==> src/rtl/uart_rx.sv <==
// rtl/uart_rx.sv - 8N1 UART receiver sampling at mid-bit from a shared oversampled b_tick
// Synchronises rx, validates the start bit, shifts data LSB first and flags stop-bit errors.
module uart_rx #(
  parameter int OVERSAMPLE  = 16,
  parameter int DATA_BITS   = 8,
  parameter int SYNC_STAGES = 2
) (
  input  logic                 clk,
  input  logic                 rst,
  input  logic                 b_tick,
  input  logic                 rx,
  output logic [DATA_BITS-1:0] rx_data,
  output logic                 rx_done,
  output logic                 frame_err,
  output logic                 rx_busy
);
  localparam int TW = $clog2(OVERSAMPLE);
  localparam int BW = (DATA_BITS > 1) ? $clog2(DATA_BITS) : 1;
  localparam logic [TW-1:0] HALF_LAST = TW'(OVERSAMPLE / 2 - 1);
  localparam logic [TW-1:0] FULL_LAST = TW'(OVERSAMPLE - 1);
  localparam logic [BW-1:0] BIT_LAST  = BW'(DATA_BITS - 1);

  typedef enum logic [2:0] {
    IDLE,
    START,
    DATA,
    STOP,
    WAIT_HIGH
  } state_e;

  state_e                 state_q, state_d;
  logic [SYNC_STAGES-1:0] sync_q;
  logic [TW-1:0]          tick_cnt_q, tick_cnt_d;
  logic [BW-1:0]          bit_cnt_q, bit_cnt_d;
  logic [DATA_BITS-1:0]   shift_q, shift_d;
  logic [DATA_BITS-1:0]   rx_data_q, rx_data_d;
  logic                   rx_done_q, rx_done_d;
  logic                   frame_err_q, frame_err_d;
  logic                   rx_busy_q, rx_busy_d;
  logic                   rx_s;

  assign rx_s      = sync_q[SYNC_STAGES-1];
  assign rx_data   = rx_data_q;
  assign rx_done   = rx_done_q;
  assign frame_err = frame_err_q;
  assign rx_busy   = rx_busy_q;

  // Reset to all ones so a reset never looks like a start edge.
  always_ff @(posedge clk or posedge rst) begin
    if (rst) begin
      sync_q <= '1;
    end else begin
      sync_q <= {sync_q[SYNC_STAGES-2:0], rx};
    end
  end

  always_ff @(posedge clk or posedge rst) begin
    if (rst) begin
      state_q     <= IDLE;
      tick_cnt_q  <= '0;
      bit_cnt_q   <= '0;
      shift_q     <= '0;
      rx_data_q   <= '0;
      rx_done_q   <= 1'b0;
      frame_err_q <= 1'b0;
      rx_busy_q   <= 1'b0;
    end else begin
      state_q     <= state_d;
      tick_cnt_q  <= tick_cnt_d;
      bit_cnt_q   <= bit_cnt_d;
      shift_q     <= shift_d;
      rx_data_q   <= rx_data_d;
      rx_done_q   <= rx_done_d;
      frame_err_q <= frame_err_d;
      rx_busy_q   <= rx_busy_d;
    end
  end

  always_comb begin
    state_d     = state_q;
    tick_cnt_d  = tick_cnt_q;
    bit_cnt_d   = bit_cnt_q;
    shift_d     = shift_q;
    rx_data_d   = rx_data_q;
    rx_done_d   = 1'b0;
    frame_err_d = 1'b0;
    case (state_q)
      IDLE: begin
        if (!rx_s) begin
          state_d    = START;
          tick_cnt_d = '0;
        end
      end
      START: begin
        if (b_tick) begin
          if (tick_cnt_q == HALF_LAST) begin
            tick_cnt_d = '0;
            if (!rx_s) begin
              state_d   = DATA;
              bit_cnt_d = '0;
            end else begin
              state_d = IDLE;
            end
          end else begin
            tick_cnt_d = tick_cnt_q + 1'b1;
          end
        end
      end
      DATA: begin
        if (b_tick) begin
          if (tick_cnt_q == FULL_LAST) begin
            tick_cnt_d = '0;
            shift_d    = {rx_s, shift_q[DATA_BITS-1:1]};
            if (bit_cnt_q == BIT_LAST) begin
              state_d = STOP;
            end else begin
              bit_cnt_d = bit_cnt_q + 1'b1;
            end
          end else begin
            tick_cnt_d = tick_cnt_q + 1'b1;
          end
        end
      end
      STOP: begin
        if (b_tick) begin
          if (tick_cnt_q == FULL_LAST) begin
            tick_cnt_d = '0;
            if (rx_s) begin
              rx_data_d = shift_q;
              rx_done_d = 1'b1;
              state_d   = IDLE;
            end else begin
              frame_err_d = 1'b1;
              state_d     = WAIT_HIGH;
            end
          end else begin
            tick_cnt_d = tick_cnt_q + 1'b1;
          end
        end
      end
      // A held-low line must return high before another start is accepted.
      WAIT_HIGH: begin
        if (rx_s) begin
          state_d = IDLE;
        end
      end
      default: begin
        state_d = IDLE;
      end
    endcase
    rx_busy_d = (state_d != IDLE);
  end

endmodule

==> config.mk <==
export PLATFORM = sky130hd
export DESIGN_NAME = uart_rx
export DESIGN_NICKNAME = d
export VERILOG_FILES = /design/src/rtl/uart_rx.sv
export SDC_FILE = /design/constraint.sdc
export NUM_CORES = 1
export LEC_CHECK = 0
export BUFFER_PORTS_ARGS = -buffer_cell sky130_fd_sc_hd__buf_4
export CAP_MARGIN = 20
export CORE_MARGIN = 8
export CORE_UTILIZATION = 59
export CTS_BUF_LIST = sky130_fd_sc_hd__clkbuf_4 sky130_fd_sc_hd__clkbuf_8
export DETAILED_ROUTE_END_ITERATION = 12
export GPL_ROUTABILITY_DRIVEN = 1
export PLACE_DENSITY_LB_ADDON = 0.08
export SKIP_LAST_GASP = 1
export SYNTH_ARGS = -nofsm -noshare
export SYNTH_HDL_FRONTEND = slang
export SYNTH_SLANG_ARGS = --single-unit
==> constraint.sdc <==
create_clock -name clk -period 2.2 [get_ports clk]
set_input_delay 0.55 -clock clk [delete_from_list [all_inputs] [get_ports clk]]
set_output_delay 0.55 -clock clk [all_outputs]
set_load 0.05 [all_outputs]
[After elaboration in Yosys (flattened, before gate mapping)]
Index checks and enable logic that the tools add are counted.
Operators by class
  shift operators: 0
  muxes and demuxes: 33
  equal/unequal tests: 15
  bitwise operators: 0
  add/subtract/negate cells: 2
  reduce and logical (&&, ||, !) cells: 9
  multipliers: 0
  magnitude comparators: 0
  div/mod/pow operators: 0
Operators with widths (number)
  two-way mux 3 bit: 16
  two-way mux 4 bit: 5
  one-hot mux 3 bit (5 select lines): 1
  != test 2 bit (second input constant): 7
  one-hot mux 4 bit (3 select lines): 1
  two-way mux 1 bit: 8
  AND reduction 4 bit: 2
  AND reduction 7 bit: 1
  equality test 3 x 2 -> 1 bit (second input constant): 2
  equality test 3 bit (second input constant): 2
  one-hot mux 3 bit (2 select lines): 1
  nonzero test 3 bit: 2
  adder 4 x 1 -> 4 bit (second input constant): 1
  equality test 4 x 3 -> 1 bit (second input constant): 1
  equality test 4 bit (second input constant): 1
  adder 3 x 1 -> 3 bit (second input constant): 1
  equality test 3 x 1 -> 1 bit (second input constant): 1
  zero test 3 bit: 1
  AND reduction 3 bit: 1
  two-way mux 2 bit: 1
  != test 2 x 1 -> 1 bit (second input constant): 1
  nonzero test 2 bit: 1
  OR reduction 2 bit: 1
Storage, ports and cells
  register bits: 31
  latch bits: 0
  bits in writable memories: 0
  bits of input ports: 4
  memories kept: 0
  memory bits (read-only): 0
  logic and storage cells: 68

[Depth between registers and ports, before layout]
Gate-level depths: netlist of run 1.
  word-level depth: 6
  mapped depth: 6

[Worst setup path before layout of run 1]
Ideal clock, no wire load.
  path type: reg2reg
  from: reg bit_cnt_q[0]
  to: reg bit_cnt_q[0]
  buffers on the path: 0
  data arrival time: 1626 ps
  setup time: 125 ps
  required time: 2075 ps
  cell stages (with the launch flop): 7
  slack: 449 ps
  clock period less this slack: 1751 ps
  cells stage by stage: dfrtp_1 ha_1 ha_1 nor4bb_1 a31oi_1 or3_1 mux2_2
On the way
  word-level cells in the longest chain between the ends: 5
  elaborated cells on any way between the ends: 8
RTL lines
  start: declaration: line 34  | logic [BW-1:0] bit_cnt_q, bit_cnt_d;
  start signal: assignment: line 70  | bit_cnt_q <= bit_cnt_d;
  adder 3 x 1 -> 3 bit: line 117  | bit_cnt_d = bit_cnt_q + 1'b1;
  two-way mux 3 bit: line 114  | if (bit_cnt_q == BIT_LAST) begin
  two-way mux 3 bit: line 111  | if (tick_cnt_q == FULL_LAST) begin
  two-way mux 3 bit: line 110  | if (b_tick) begin
  one-hot mux 3 bit (2 select lines): line 87  | case (state_q)
Parallel ways exist; a longest one is shown, timed or not. The select of a mux whose other input is x is not followed.
A chain may end at the register's enable or synchronous reset.

[Worst setup path after layout of run 1]
Same ends and word-level chain as after synthesis.

==> results of run 1 <==
[kinds of logic after synthesis]
| group | count (synthesis) | synth area share |
|---|---|---|
| xor+xnor | 1 | 0.00636 |
| flops | 31 | 0.565 |
| simple gates | 27 | 0.132 |
| mux | 17 | 0.144 |
| fa+ha+maj | 3 | 0.0273 |
| buf+inv | 9 | 0.0336 |
| compound gates | 18 | 0.0918 |
[final timing paths]
path | from | to | slack (ns) | depth (start not counted)
worst min register to register | sync_q[0] | sync_q[1] | 0.36 | 0
max in group asynchronous | rst | sync_q[1] | 1.38 | 3
worst max register to register | bit_cnt_q[0] | bit_cnt_q[0] | 0.29 | 6
min in group clk | rx | sync_q[0] | 0.33 | 1
worst max-delay path | bit_cnt_q[0] | bit_cnt_q[0] | 0.29 | 6
worst min-delay path | rst | bit_cnt_q[1] | 0.16 | 2
[through the flow]
stage / util / worst slack (ns) / instances
after floorplan: - / 0.449 / 106
after global placement: 0.676 / 0.395 / 145
after detailed placement: 0.676 / 0.313 / 145
after CTS: 0.702 / 0.295 / 152
after global routing: 0.702 / 0.170 / 152
final: 0.702 / 0.293 / 152
[area by class of cell]
cell class	instances	area, um2	area share
Tap cell	28	35.0	0.0226
Timing Repair Buffer	15	113	0.0725
Sequential cell	31	778	0.501
Inverter	5	18.8	0.0121
Clock inverter	1	5.00	0.00322
Multi-Input combinational cell	66	552	0.355
Clock buffer	6	51.3	0.0330
[metal layers]
metal  track usage  up-vias
met1         0.160      419
met4        0.0899        0
li1              -      416
met5             0        -
met3        0.0453        8
met2         0.194       14
[worst max-delay path, stage by stage (launching register included)]
cell and delay, ns:
dfrtp_1 0.39, ha_1 0.21, ha_1 0.21, nor4bb_1 0.30
a31oi_1 0.06, or3_1 0.36, mux2_2 0.28
[sequential cells by signal (all words and copies together), names as in the netlist]
| name | flops |
|---|---|
| frame_err | 1 |
| tick_cnt_q | 4 |
| shift_q | 8 |
| rx_done | 1 |
| state_q | 3 |
| rx_busy | 1 |
| bit_cnt_q | 3 |
| sync_q | 2 |
| rx_data | 8 |
[power groups by stage]
| stage | registers, mW | clock network [mW] | logic (mW) |
|---|---|---|---|
| after floorplan | 0.706 | 0 | 0.297 |
| after global placement | 0.742 | 0 | 0.298 |
| after detailed placement | 0.745 | 0 | 0.306 |
| after CTS | 0.735 | 0.337 | 0.307 |
| after global routing | 0.750 | 0.353 | 0.348 |
| final | 0.736 | 0.323 | 0.305 |
[cells in the final DEF (no fill, tap or decap), drive strengths merged, types with 3 or more instances in the layout]
master	netlist	layout
dfrtp	29	29
mux2	16	16
buf	4	15
o21ai	6	6
nor2	6	6
clkbuf	0	6
inv	5	5
nand3	5	5
a31oi	4	4
or3	3	3
a22o	3	3
nand2	3	3
ha	3	3
==> flow_metrics.py, run 1 <==
metrics = {
    "synthesis": {
        "syn_area_mm2": 0.00138,
        "synthTopCellsByArea": "dfrtp_1, mux2_2, dfstp_2",
        "synth_area_leader_cell": "dfrtp_1",
        "synthMostInstantiatedCell": "dfrtp_1",
        "synthCells": 106,
        "ys.flop_type": "dfrtp_1",
        "async_flop_share": 1.00,
        "synth_top_area_frac": 0.527,
        "avgSynthCellArea_um2": 13.0,
        "synth_warnings": 0,
        "seq_area_frac_synth": 0.565,
        "synth_commonest_cells": "dfrtp_1, mux2_2, nor2_1, o21ai_0, inv_1",
        "syn-num-nets": 113,
        "ys_types": 33,
        "synth-edff-count": 0,
        "ys_ff_latch": 31,
    },
    "clock_tree": {
        "htreeDepth": 2,
        "cts-root-buf": "clkbuf_4",
        "clk_pin_slew_ns": 0.09,
        "holdBufCountCts": 0,
        "cts_resized": 0,
        "clk_latency_ns": 0.32,
        "cts_buffer_depth": 2,
        "cts_buffers": 5,
        "postCtsSetupBuffers": 0,
        "cts_sinks": 31,
        "tritoncts": "built",
    },
    "floorplanning": {
        "die_w_um": 64.3,
        "row_count": 17,
        "die_height_um": 64.3,
        "initial_utilization": 0.622,
        "dieArea_mm2": 0.00413,
        "pin_count": 15,
        "core-area_mm2": 0.00221,
    },
    "global_route": {
        "grt_overflow": 0,
        "track_usage": 0.132,
        "grt_max_degree": 25,
        "antenna_found_initial": 0,
        "grt_pass1_wl_um": 4230,
        "grt_pass1_vias": 925,
    },
    "pwr": {
        "cellPowerDensity_mw_per_mm2": 878,
        "p_total_mw": 1.36,
        "seqPwrFrac": 0.540,
        "peakVddDrop_uv": 565,
        "power_frac_comb": 0.224,
        "p_sw_mw": 0.442,
        "leakage_nw": 0.786,
        "pwr-share-clk": 0.237,
        "p_int_mw": 0.921,
        "p_sw_frac": 0.324,
    },
    "worst_setup_path": {
        "endpoint_kind": "flip-flop",
        "critPathArrivalTime_ns": 2.12,
        "worstSetupStartpointType": "flip-flop",
        "critPathMaxFanout": 3,
        "crit_type": "reg -> reg",
        "critPathRequiredTime_ns": 2.42,
    },
    "placement": {
        "gp_congestion": 0.781,
        "place_hpwl_um": 1630,
        "port_buffers": 14,
        "placed_area_mm2": 0.00150,
    },
    "timing": {
        "drv_slew": 0,
        "period_needed_ns": 1.91,
        "max_freq_mhz": 524,
        "skew_ns": 0.00620,
        "setup_viol": 0,
        "relSlewSlack": 0.754,
        "whs_ns": 0.164,
        "fin_crit_sh": 0.867,
        "hold_viol": 0,
        "timing.setup.tns_ns": 0,
        "grt_setup_unrepaired": "false",
        "worst_slew_pin_slew_ns": 0.368,
    },
    "route": {
        "drt.antenna.violating_nets": 0,
        "drtIter0Drc": 39,
        "num_vias": 857,
        "top_layer_used": "met4",
        "drt-met1-wl_um": 1050,
        "drc": 0,
        "via_per_inst": 5.64,
        "firstDrtPassIters": 4,
        "route.met3.wl_um": 108,
        "wl_met2_um": 1050,
        "wl_per_cell_um": 14.9,
        "postRouteWirelength_um": 2270,
    },
    "finish": {
        "fillers": 177,
        "areaGrowthSynthToFinish_pct": 12.8,
        "n_antenna_cell": 0,
        "drive_gt1_frac": 0.363,
        "nets": 131,
        "postLayoutCellArea_mm2": 0.00155,
    },
    "hold_path": {
        "hold_class": "in -> async",
    },
    "job": {
        "drv_cap": 0,
    },
    "status": {
        "status": "complete, no violations",
    },
}
(Power assumes the default switching activity.)
==> run 2, diff against run 1 <==
--- a/config.mk
+++ b/config.mk
@@ -9,8 +9,8 @@
 export CAP_MARGIN = 20
 export CORE_MARGIN = 8
-export CORE_UTILIZATION = 59
+export CORE_UTILIZATION = 54
 export CTS_BUF_LIST = sky130_fd_sc_hd__clkbuf_4 sky130_fd_sc_hd__clkbuf_8
 export DETAILED_ROUTE_END_ITERATION = 12
-export GPL_ROUTABILITY_DRIVEN = 1
+export GPL_ROUTABILITY_DRIVEN = 0
 export PLACE_DENSITY_LB_ADDON = 0.08
 export SKIP_LAST_GASP = 1
==> constraint.sdc (replaced) <==
create_clock -name clk -period 1.6 [get_ports clk]
set_input_delay 0 -clock clk [delete_from_list [all_inputs] [get_ports clk]]
set_output_delay 0 -clock clk [all_outputs]
set_load 0.05 [all_outputs]
==> run 2 against run 1 <==
The flow now finishes with violations (negative setup slack); critical endpoint unchanged; sequential share of layout area fell by 5.9 points; die area rose by 6.9%; largest power group unchanged; wire length up 17%; highest routed layer unchanged; critical path type unchanged; clock skew barely moved; non-clock buffer count is 18 higher; combinational power rose by 130%.
==> flow_metrics.py, run 2 (synthesized netlist as in run 1, its figures left out) <==
metrics = {
    "status": {
        "status": "complete, but fails checks",
        "violations": "negative setup slack",
    },
    "timing": {
        "relSlewSlack": 0.750,
        "worst_slew_pin_slew_ns": 0.375,
        "drv_slew": 0,
        "whs_ns": 0.211,
        "setup_viol": 5,
        "fin_ws_ns": -0.210,
        "grt_setup_unrepaired": "true",
        "max_freq_mhz": 552,
        "fin_crit_sh": 1.13,
        "period_needed_ns": 1.81,
        "skew_ns": 0.00599,
        "hold_viol": 0,
    },
    "clock_tree": {
        "cts_sinks": 31,
        "clk_latency_ns": 0.33,
        "cts-root-buf": "clkbuf_4",
        "tritoncts": "built",
        "cts_buffers": 5,
        "cts_buffer_depth": 2,
        "htreeDepth": 2,
        "clk_pin_slew_ns": 0.09,
    },
    "placement": {
        "dp_cells": 161,
        "port_buffers": 14,
        "placed_area_mm2": 0.00166,
        "pre_cts_ws_ns": -0.181,
        "place_hpwl_um": 1810,
    },
    "route": {
        "drt.antenna.violating_nets": 0,
        "num_vias": 958,
        "drtIter0Drc": 47,
        "drc": 0,
        "postRouteWirelength_um": 2660,
        "via_per_inst": 5.54,
        "wl_per_cell_um": 15.4,
        "firstDrtPassIters": 4,
    },
    "floorplanning": {
        "pin_count": 15,
        "row_count": 18,
        "die_w_um": 66.5,
        "initial_utilization": 0.561,
        "dieArea_mm2": 0.00442,
        "core-area_mm2": 0.00245,
        "die_height_um": 66.5,
    },
    "finish": {
        "drive_gt1_frac": 0.476,
        "layout_commonest_cell": "buf_4",
        "areaGrowthSynthToFinish_pct": 28.0,
        "final_cell_mix": "buf_4, dfrtp_1, mux2_4, mux2_2, clkbuf_4",
        "nets": 149,
        "stdcell_count": 173,
        "n_antenna_cell": 0,
        "postLayoutCellArea_mm2": 0.00176,
    },
    "worst_setup_path": {
        "critPathRequiredTime_ns": 1.82,
        "worstSetupStartpointType": "flip-flop",
        "critPathMaxFanout": 3,
        "r2r_slack_ns": -0.21,
        "r2r_end": "bit_cnt_q[0]",
        "worstReg2RegStart": "bit_cnt_q[0]",
        "worstRegToRegCells": 6,
        "critPathArrivalTime_ns": 2.03,
        "endpoint_kind": "flip-flop",
        "crit_type": "reg -> reg",
    },
    "job": {
        "drv_cap": 0,
    },
    "pwr": {
        "p_sw_frac": 0.326,
        "peakVddDrop_uv": 856,
        "cellPowerDensity_mw_per_mm2": 1210,
        "p_sw_mw": 0.695,
        "p_total_mw": 2.13,
        "p_int_mw": 1.44,
        "power_frac_comb": 0.333,
        "leakage_nw": 0.888,
        "pwr-share-clk": 0.215,
        "seqPwrFrac": 0.452,
    },
    "hold_path": {
        "hold_depth": 4,
        "whs_endpoint": "bit_cnt_q[2]",
        "hold_class": "in -> reg",
        "hp-start": "b_tick",
    },
    "global_route": {
        "track_usage": 0.139,
        "grt_overflow": 0,
        "grt_pass1_wl_um": 4540,
        "grt_pass1_vias": 1001,
        "grt_max_degree": 32,
        "antenna_found_initial": 0,
    },
}
run 2: worst max-delay path: stages, from the launching register on:
cell      delay, ns
dfrtp_1        0.39
ha_2           0.20
ha_4           0.16
nor4bb_1       0.26
a31oi_1        0.06
or3_1          0.36
mux2_2         0.28
run 2: cell type report:
class                      instances  area [um2]
sequential                        31         779
multi-input combinational         66         603
tap                               30        37.5
inverter                           5        18.8
fill                             178         693
timing repair buffer              33         265
clock inverter                     1        5.00
clock buffer                       7        52.6
run 2: power by group through the flow:
stage	combinational [mW]	sequential, mW	clock, mW
floorplan	0.412	0.972	0
global placement	0.643	0.965	0
detailed placement	0.656	0.972	0
CTS	0.691	0.960	0.474
global route	0.777	0.975	0.518
finish	0.711	0.964	0.459
run 2: stage by stage:
stage / TNS [ns] / util
global placement: -0.972 / 0.675
finish: -0.589 / 0.718
floorplan: -0.276 / -
global route: -1.45 / 0.718
detailed placement: -1.19 / 0.675
CTS: -0.570 / 0.712
run 2: worst max path at each step:
stage                               to  slack [ns]          from
after floorplan           bit_cnt_q[0]       -0.11  bit_cnt_q[0]
after global placement    bit_cnt_q[0]       -0.15  bit_cnt_q[0]
after detailed placement  bit_cnt_q[0]       -0.18  bit_cnt_q[0]
after CTS                 bit_cnt_q[0]       -0.20  bit_cnt_q[0]
after global routing      bit_cnt_q[0]       -0.29  bit_cnt_q[0]
final                     bit_cnt_q[0]       -0.21  bit_cnt_q[0]
run 2: per-layer routing:
layer | share of wire | GRT usage
met4 | 0.034 | 0.0933
met3 | 0.056 | 0.0621
met2 | 0.48 | 0.216
met1 | 0.43 | 0.150
met5 | 0 | 0
run 2: timing repair:
action | in CTS | in global routing
pin swaps | 4 | 2
gates resized for setup | 2 | 3
hold endpoints to repair | 30 | 0
buffers inserted | 1 | 2
endpoints found under the setup margin | 12 | 17
hold buffers | 2 | 0
==> run 3, diff against run 2 <==
Settings changed: CAP_MARGIN 20 to 30, CORE_UTILIZATION 54 to 45.
==> run 3 against run 2 <==
The run still ends with negative setup slack left; clock skew rose by 0.0042 ns; hold slack got worse by 0.028 ns; final area rose by 0.50%; combinational power fell by 9.1%; wire length fell by 6.5%; register-to-register slack barely moved.
==> flow_metrics.py, run 3 (synthesized netlist as in run 1, its figures left out) <==
metrics = {
    "route": {
        "num_vias": 903,
        "drtIter0Drc": 41,
        "firstDrtPassIters": 4,
        "wl_per_cell_um": 14.3,
        "via_per_inst": 5.19,
        "postRouteWirelength_um": 2480,
        "drc": 0,
        "drt.antenna.violating_nets": 0,
    },
    "timing": {
        "fin_ws_ns": -0.206,
        "relSlewSlack": 0.746,
        "worst_slew_pin_slew_ns": 0.381,
        "period_needed_ns": 1.81,
        "setup_viol": 4,
        "timing.setup.tns_ns": -0.525,
        "grt_setup_unrepaired": "true",
        "drv_slew": 0,
        "skew_ns": 0.0102,
        "max_freq_mhz": 554,
        "fin_crit_sh": 1.13,
        "hold_viol": 0,
    },
    "pwr": {
        "power_frac_comb": 0.288,
        "p_int_mw": 1.57,
        "leakage_nw": 0.889,
        "p_sw_mw": 0.676,
        "pwr-share-clk": 0.281,
        "peakVddDrop_uv": 788,
        "p_sw_frac": 0.301,
        "cellPowerDensity_mw_per_mm2": 1270,
        "seqPwrFrac": 0.431,
    },
    "global_route": {
        "antenna_found_initial": 0,
        "grt_pass1_wl_um": 4420,
        "track_usage": 0.112,
        "grt_overflow": 0,
        "grt_pass1_vias": 975,
        "grt_max_degree": 32,
    },
    "clock_tree": {
        "cts-root-buf": "clkbuf_4",
        "cts_sinks": 31,
        "postCtsSetupBuffers": 0,
        "htreeDepth": 2,
        "cts_buffers": 5,
        "cts_buffer_depth": 2,
        "clk_latency_ns": 0.33,
        "clk_pin_slew_ns": 0.08,
        "tritoncts": "built",
    },
    "worst_setup_path": {
        "crit_path_start": "bit_cnt_q[0]",
        "cp-endpoint": "bit_cnt_q[0]",
        "critPathMaxFanout": 3,
        "max_stage_delay_ns": 0.39,
        "crit_path_top_delay_cell": "dfrtp_1",
        "r2r_slack_ns": -0.21,
        "endpoint_kind": "flip-flop",
        "crit_type": "reg -> reg",
        "worstRegToRegCells": 6,
        "worstSetupStartpointType": "flip-flop",
        "r2r_end": "bit_cnt_q[0]",
        "critPathArrivalTime_ns": 2.02,
        "critPathRequiredTime_ns": 1.81,
        "cp_cell_sequence": "ha_2 > ha_4 > nor4bb_2 > a31oi_1 > or3_4 > mux2_2",
        "worstReg2RegStart": "bit_cnt_q[0]",
    },
    "floorplanning": {
        "die_w_um": 71.3,
        "row_count": 20,
        "core-area_mm2": 0.00298,
        "pin_count": 15,
        "die_height_um": 71.3,
        "dieArea_mm2": 0.00508,
        "initial_utilization": 0.462,
    },
    "finish": {
        "final_cell_mix": "dfrtp_1, buf_4, mux2_4, mux2_2",
        "fillers": 242,
        "n_antenna_cell": 0,
        "nets": 147,
        "drive_gt1_frac": 0.468,
        "postLayoutCellArea_mm2": 0.00177,
        "stdcell_count": 174,
        "areaGrowthSynthToFinish_pct": 28.6,
    },
    "placement": {
        "dp_cells": 164,
        "pre_cts_ws_ns": -0.202,
        "placed_area_mm2": 0.00165,
        "port_buffers": 14,
        "place_hpwl_um": 1820,
    },
    "hold_path": {
        "hold_class": "in -> reg",
        "hp-start": "b_tick",
    },
    "status": {
        "status": "complete, but fails checks",
        "violations": "negative setup slack",
    },
    "job": {
        "drv_cap": 0,
    },
}
==> run 3: cell types whose count changed in the layout (fill, tap and decap cells not counted), sizes merged <==
| cell | change |
|---|---|
| buf | -2 |
| bufinv | +1 |
| clkbuf | -1 |
==> run 3: power groups by stage <==
stage               Combinational, mW  Sequential, mW  Clock, mW
detailed placement              0.633           0.974          0
CTS                             0.644           0.962      0.654
global placement                0.616           0.974          0
floorplan                       0.412           0.972          0
global route                    0.724           0.981      0.681
finish                          0.646           0.968      0.630
==> run 3: layout make-up <==
class | instances | area, um2 | share of cell area
clock buffers | 6 | 51.3 | 0.0290
clock inverters | 2 | 35.0 | 0.0198
inverters | 5 | 18.8 | 0.0106
multi-input cells | 66 | 608 | 0.343
flip-flops and latches | 31 | 778 | 0.440
well taps | 33 | 41.3 | 0.0233
repair buffers | 31 | 238 | 0.134
==> run 3: worst max-delay path: cells and delay by family (launching register included) <==
family	cells	cell delay [ns]
AND/OR/NAND/NOR	2	0.60
AO/OA/AOI/OAI	1	0.07
multiplexers	1	0.27
adder cells (fa/ha/maj)	2	0.36
flip-flops	1	0.39
==> run 3: worst min path at each step <==
| stage | to | slack [ns] | cells past startpoint |
|---|---|---|---|
| 2_1_floorplan | sync_q[0] | 0.004 | 0 |
| 3_5_place_dp | rx_data[0] | 0.11 | 3 |
| 6_report | bit_cnt_q[2] | 0.18 | 4 |
| 3_3_place_gp | shift_q[0] | 0.11 | 3 |
| 5_1_grt | bit_cnt_q[2] | 0.19 | 4 |
| 4_1_cts | bit_cnt_q[2] | 0.20 | 4 |
==> run 3: metrics by stage <==
stage | utilization | power [mW] | hold WS (ns)
after floorplan | - | 1.38 | 0.00448
after global placement | 0.553 | 1.59 | 0.106
after detailed placement | 0.553 | 1.61 | 0.107
after CTS | 0.591 | 2.26 | 0.197
after global routing | 0.595 | 2.39 | 0.193
final | 0.595 | 2.24 | 0.183
==> run 3: repair_timing <==
item / 4_1_cts / 5_1_grt
resized for setup: 2 / 2
pin swaps: 5 / 4
hold buffers: 2 / 0
setup endpoints to repair: 12 / 12
endpoints found under the hold margin: 30 / 0
==> run 3: per-layer routing <==
metal	wire, um	vias to the layer above	GRT usage
met5	0	-	0
met4	58	0	0.0624
met3	159	6	0.0530
met2	1110	18	0.170
met1	1150	428	0.127
li1	-	451	-
